<file path="src/rtl/serial_adder_sched.sv">
// serial_adder_sched: round-robin scheduler sharing one 2-bit serial adder between requesters,
// serialising latched operands MSB-first and deserialising the 3-bit result.
module serial_adder_sched #(
  parameter int NUM_REQ   = 4,
  parameter int TIMEOUT   = 8,
  parameter int FLUSH_CYC = 6,
  parameter int GAP_CYC   = 0
) (
  input  logic                 clk,
  input  logic                 rst_n,
  input  logic [NUM_REQ-1:0]   req,
  input  logic [2*NUM_REQ-1:0] op_a,
  input  logic [2*NUM_REQ-1:0] op_b,
  output logic [NUM_REQ-1:0]   gnt,
  output logic [NUM_REQ-1:0]   done,
  output logic [NUM_REQ-1:0]   err,
  output logic [2:0]           sum,
  output logic                 busy,
  output logic                 add_en_i,
  output logic                 add_ina,
  output logic                 add_inb,
  input  logic                 add_en_o,
  input  logic                 add_out
);
  localparam int PW   = $clog2(NUM_REQ);
  localparam int CMAX = (TIMEOUT > FLUSH_CYC) ? ((TIMEOUT > GAP_CYC) ? TIMEOUT : GAP_CYC)
                                              : ((FLUSH_CYC > GAP_CYC) ? FLUSH_CYC : GAP_CYC);
  localparam int CW   = $clog2(CMAX + 1);
  typedef enum logic [2:0] {
    S_FLUSH, S_IDLE, S_SEND_MSB, S_SEND_LSB, S_WAIT_EN, S_CAP1, S_CAP2, S_GAP
  } state_t;
  localparam state_t S_AFTER = (GAP_CYC > 0) ? S_GAP : S_IDLE;
  state_t             r_state, w_next;
  logic [CW-1:0]      r_cnt;
  logic [PW-1:0]      r_ptr, r_cur, w_pick;
  logic [1:0]         r_a, r_b, r_sh;
  logic [2:0]         r_sum;
  logic [NUM_REQ-1:0] r_done, r_err, w_cur_oh;
  logic               w_found, w_timeout, w_flush_end, w_gap_end;
  assign w_timeout   = int'(r_cnt) >= TIMEOUT - 1;
  assign w_flush_end = int'(r_cnt) >= FLUSH_CYC - 1;
  assign w_gap_end   = int'(r_cnt) >= GAP_CYC - 1;
  assign w_cur_oh    = NUM_REQ'(1) << r_cur;
  // circular search for the first request at or after the round-robin pointer
  always_comb begin
    w_found = 1'b0;
    w_pick  = '0;
    for (int j = 0; j < NUM_REQ; j++)
      if (!w_found && req[(int'(r_ptr) + j) % NUM_REQ]) begin
        w_found = 1'b1;
        w_pick  = PW'((int'(r_ptr) + j) % NUM_REQ);
      end
  end
  always_ff @(posedge clk or negedge rst_n)
    if (!rst_n) r_state <= S_FLUSH;
    else        r_state <= w_next;
  always_comb begin
    w_next = r_state;
    case (r_state)
      S_FLUSH:    w_next = w_flush_end ? S_IDLE : S_FLUSH;
      S_IDLE:     w_next = w_found ? S_SEND_MSB : S_IDLE;
      S_SEND_MSB: w_next = S_SEND_LSB;
      S_SEND_LSB: w_next = S_WAIT_EN;
      S_WAIT_EN:  w_next = add_en_o ? S_CAP1 : w_timeout ? S_AFTER : S_WAIT_EN;
      S_CAP1:     w_next = S_CAP2;
      S_CAP2:     w_next = S_AFTER;
      default:    w_next = w_gap_end ? S_IDLE : S_GAP;
    endcase
  end
  // adder drive and grant are decoded from state so reset clears them at once
  always_comb begin
    gnt      = (r_state == S_SEND_MSB) ? w_cur_oh : '0;
    add_en_i = r_state == S_SEND_MSB;
    add_ina  = (r_state == S_SEND_MSB) ? r_a[1] : (r_state == S_SEND_LSB) ? r_a[0] : 1'b0;
    add_inb  = (r_state == S_SEND_MSB) ? r_b[1] : (r_state == S_SEND_LSB) ? r_b[0] : 1'b0;
    busy     = rst_n && (r_state != S_IDLE);
  end
  always_ff @(posedge clk or negedge rst_n)
    if (!rst_n) begin
      r_cnt  <= '0;
      r_ptr  <= '0;
      r_cur  <= '0;
      r_a    <= '0;
      r_b    <= '0;
      r_sh   <= '0;
      r_sum  <= '0;
      r_done <= '0;
      r_err  <= '0;
    end else begin
      r_cnt  <= (w_next != r_state) ? '0 : r_cnt + CW'(1);
      r_done <= '0;
      r_err  <= '0;
      if (r_state == S_IDLE && w_found) begin
        r_cur <= w_pick;
        r_a   <= op_a[2*w_pick +: 2];
        r_b   <= op_b[2*w_pick +: 2];
        r_ptr <= (int'(w_pick) == NUM_REQ - 1) ? '0 : w_pick + PW'(1);
      end
      if (r_state == S_WAIT_EN && add_en_o) r_sh[1] <= add_out;
      if (r_state == S_WAIT_EN && !add_en_o && w_timeout) r_err <= w_cur_oh;
      if (r_state == S_CAP1) r_sh[0] <= add_out;
      if (r_state == S_CAP2) begin
        r_sum  <= {r_sh, add_out};
        r_done <= w_cur_oh;
      end
    end
  assign done = r_done;
  assign err  = r_err;
  assign sum  = r_sum;
endmodule

</file>
<file path="config.mk">
export PLATFORM = sky130hd
export DESIGN_NAME = serial_adder_sched
export DESIGN_NICKNAME = d
export VERILOG_FILES = /design/src/rtl/serial_adder_sched.sv
export SDC_FILE = /design/constraint.sdc
export NUM_CORES = 1
export LEC_CHECK = 0
export BUFFER_PORTS_ARGS = -buffer_cell sky130_fd_sc_hd__buf_4
export CAP_MARGIN = 0
export CELL_PAD_IN_SITES_DETAIL_PLACEMENT = 0
export CELL_PAD_IN_SITES_GLOBAL_PLACEMENT = 2
export CORE_MARGIN = 4
export CORE_UTILIZATION = 35
export CTS_BUF_LIST = sky130_fd_sc_hd__clkbuf_4 sky130_fd_sc_hd__clkbuf_8
export DETAILED_ROUTE_END_ITERATION = 12
export GPL_TIMING_DRIVEN = 0
export PLACE_DENSITY_LB_ADDON = 0.05
export SYNTH_ARGS = -nofsm -noshare
export SYNTH_HDL_FRONTEND = slang
export SYNTH_SLANG_ARGS = --single-unit
export TNS_END_PERCENT = 100
</file>
<file path="constraint.sdc">
create_clock -name clk -period 2.55 [get_ports clk]
set_input_delay 0 -clock clk [delete_from_list [all_inputs] [get_ports clk]]
set_output_delay 0 -clock clk [all_outputs]
set_load 0.02 [all_outputs]
</file>
==> results by group <==
Die
  • Die H: between 70 and 80 µm
  • Core ar.: roughly 0.0044 mm²
  • Width of the die: roughly 76 µm
  • Initial Util: between 30% and 40%
  • FP Rows: 24
  • I/O Pins: 43
  • Die area: around 0.0058 mm²

Global routing
  • Total GRT Usage: between 10% and 20%
  • Initial antenna violation count: 0
  • Vias in the first global route: roughly 1300
  • Grt ovf: 0
  • Largest net degree at the start of global routing: 30
  • Global-route wire length before repair: 5.84 mm

Cells and area
  • Area of the multi-input gates: 848 µm²
  • Total area of sequential cells: roughly 700 µm²
  • Final core area utilization: 46.8%
  • Fin area: 0.00207 mm²
  • Most frequent cells in the layout: buf_4, dfrtp_1, nor2_1, nand2_1
  • Nets: 241
  • Filler cell count: 425
  • Share of layout cells above drive strength 1: between 30% and 40%
  • Ant. Diodes: 0
  • Commonest non-fill, non-tap cell in the layout: buf_4
  • Finished Layout Cells: between 200 and 300
  • Area added between synthesis and finish: 28.3%

Power and ir drop
  • Psw: approximately 0.77 mW
  • Clock Power Share: ~14%
  • Pwr Density: 953 mW/mm²
  • Leakage power: between 0.9 and 1 nW
  • Sequential share of power: between 30% and 40%
  • Combinational share of power: approximately half
  • P_int: about 1.2 mW
  • Worst VDD drop: between 0.2 and 0.3 mV
  • Switching share of power: roughly 40%
  • Power Total: approximately 2.0 mW

Place
  • Cell Area, Placed: 0.00199 mm²
  • Placed Cells: between 200 and 300
  • Pre-CTS WS: approximately 750 ps
  • Final HPWL DP: around 2.8 mm
  • Placer congestion estimate: 0.781
  • Buffers added on ports: 42

Critical path
  • Max stage delay cell, worst path: dfrtp_1
  • Setup CP Type: reg -> reg
  • R2R setup slack: ~740 ps
  • WP buf/inv: 1
  • Startpoint Class: register
  • Critical path required time: 2700 ps
  • Top Family by Delay on Critical Path: simple AND/OR/NAND/NOR gates
  • CP arrival: 1950 ps
  • CP Cell Sequence: buf_6 -> nor2b_1 -> o21a_4 -> nor3_4 -> mux2i_1 -> o211ai_1
  • Critical Path End Type: register
  • Crit Path Max Fanout: 10
  • Slowest Stage Delay on Critical Path: approximately 420 ps

Clock network
  • Max H-tree Level: 1
  • CTS tree: done
  • Root Driver: clkbuf_8
  • Post_cts resized: 0
  • CTS buffer count: 3
  • Postcts setup bufs: 0
  • Clk slew on worst S/H paths: roughly 100 ps
  • CTS max path bufs: 2
  • Clk sinks: 28
  • Clk Latency, worst-skew pair: 270 ps

Job
  • Max Cap Viol: 0

Timing
  • Fin Setup TNS: 0 ps
  • Minimum clock period: ~1800 ps
  • Fmax: around 550 MHz
  • Final hold vios: 0
  • Slew headroom: 65.9%
  • Final WS setup: around 740 ps
  • Final Cycle Share: a little over two thirds
  • Max Clock Skew: between 8 and 9 ps
  • Worst-margin pin slew: ~510 ps
  • Final Setup Violations: 0
  • RSZ-0062 raised after global routing: false
  • Slew Limit Fails: 0
  • Worst hold slack: ~42 ps

Synth
  • Post-synthesis area per instance: approximately 9.8 µm²
  • #FFs+latches synth: 28
  • Synthesis warning total: 0
  • Post-synth EDFFs: 0
  • Fraction of registers with async set or reset after synthesis: 100%
  • Synth Flop Type: dfrtp_1
  • Synthesized cell area: ~0.0016 mm²
  • Post-Synthesis Cells: roughly 170
  • Synth unique cells: 46
  • Post-synthesis sequential area ratio: a little over two fifths
  • Synthesized Nets: approximately 190

Routing
  • First drt pass iteration count: 4
  • WL/cell: ~13 µm
  • Routed WL: ~3.5 mm
  • Drt drc: 0
  • Via Count: between 1000 and 1500
  • Iter 0 DRT Violations: 28
  • Vias per cell: 5.11
  • Post-route ant nets: 0

Worst hold path
  • Worst min path class: in -> reg

Run status
  • Outcome: complete, no violations
[path summary, 6_finish.rpt]
path,from,end,cells after the start
max,r_ptr[1]$_DFFE_PN0P_,r_b[0]$_DFFE_PN0P_,6
min,add_en_o,r_state[2]$_DFF_PN0_,3
max reg2reg,r_ptr[1]$_DFFE_PN0P_,r_b[0]$_DFFE_PN0P_,6
min reg2reg,r_a[1]$_DFFE_PN0P_,r_a[1]$_DFFE_PN0P_,2
max in group asynchronous,rst_n,done[2]$_DFF_PN0_,2
min in group asynchronous,rst_n,sum[1]$_DFFE_PN0P_,2
[worst register-to-register path: cells and delay by family (launching register included)]
| kind | cells | cell delay [ps] |
|---|---|---|
| compound gates | 2 | 320 |
| simple gates | 2 | 520 |
| flops | 1 | 420 |
| mux | 1 | 270 |
| buf+inv | 1 | 150 |
[flip-flops by register name, summed over array words and instances (netlist names), named ones only]
signal,flops
err,4
r_state,3
sum,3
r_cur,2
r_ptr,1
r_cnt,4
r_sh,2
done,4
r_a,2
r_b,2
[cell usage after synthesis, drive strengths merged, types with 5 or more instances]
master | number | share of area (%)
dfrtp | 28 | 44
inv | 5 | 1.2
mux2 | 6 | 4.2
mux2i | 6 | 3.7
nand2 | 16 | 3.9
nand2b | 8 | 3.1
nor2 | 22 | 5.3
nor2b | 5 | 1.9
nor3 | 5 | 2.3
o21ai | 9 | 2.8
[what timing repair did]
action,4_1_cts,5_1_grt
hold buffers,2,0
endpoints found under the hold margin,31,0
endpoints found under the setup margin,0,0
[metal layers]
layer / routed length (µm) / global-route usage, % / vias to the layer above
met5: 0 / 0 / -
met4: 65 / 5.05 / 0
met3: 183 / 1.58 / 6
met2: 1700 / 22.7 / 39
met1: 1580 / 16.3 / 631
li1: - / - / 678
[logic make-up (layout without fill, tap and decap cells)]
group | Yosys count | count (layout) | synth area share (%)
buffers and inverters | 11 | 59 | 3.81
AO/OA/AOI/OAI | 36 | 36 | 16.5
multiplexers | 12 | 12 | 7.93
adder cells (fa/ha/maj) | 3 | 3 | 2.33
AND/OR/NAND/NOR | 72 | 72 | 24.2
flip-flops | 28 | 28 | 43.5
XOR/XNOR | 3 | 3 | 1.63
[area by class of cell]
cell class              count  area share, %
flip-flops and latches     28           33.9
plain buffers               6           2.06
inverters                   5          0.909
well taps                  52           3.15
clock buffers               4           2.67
multi-input cells         126           41.1
repair buffers             44           16.2
[power by group through the flow]
stage	Sequential, mW	Clock (mW)	Combinational (mW)
6_report	0.710	0.271	0.987
5_1_grt	0.733	0.292	1.10
4_1_cts	0.711	0.277	1.00
3_5_place_dp	0.719	0	0.997
3_3_place_gp	0.711	0	0.966
2_1_floorplan	0.726	0	0.691
Note: power is estimated with default switching activity, not from simulation.
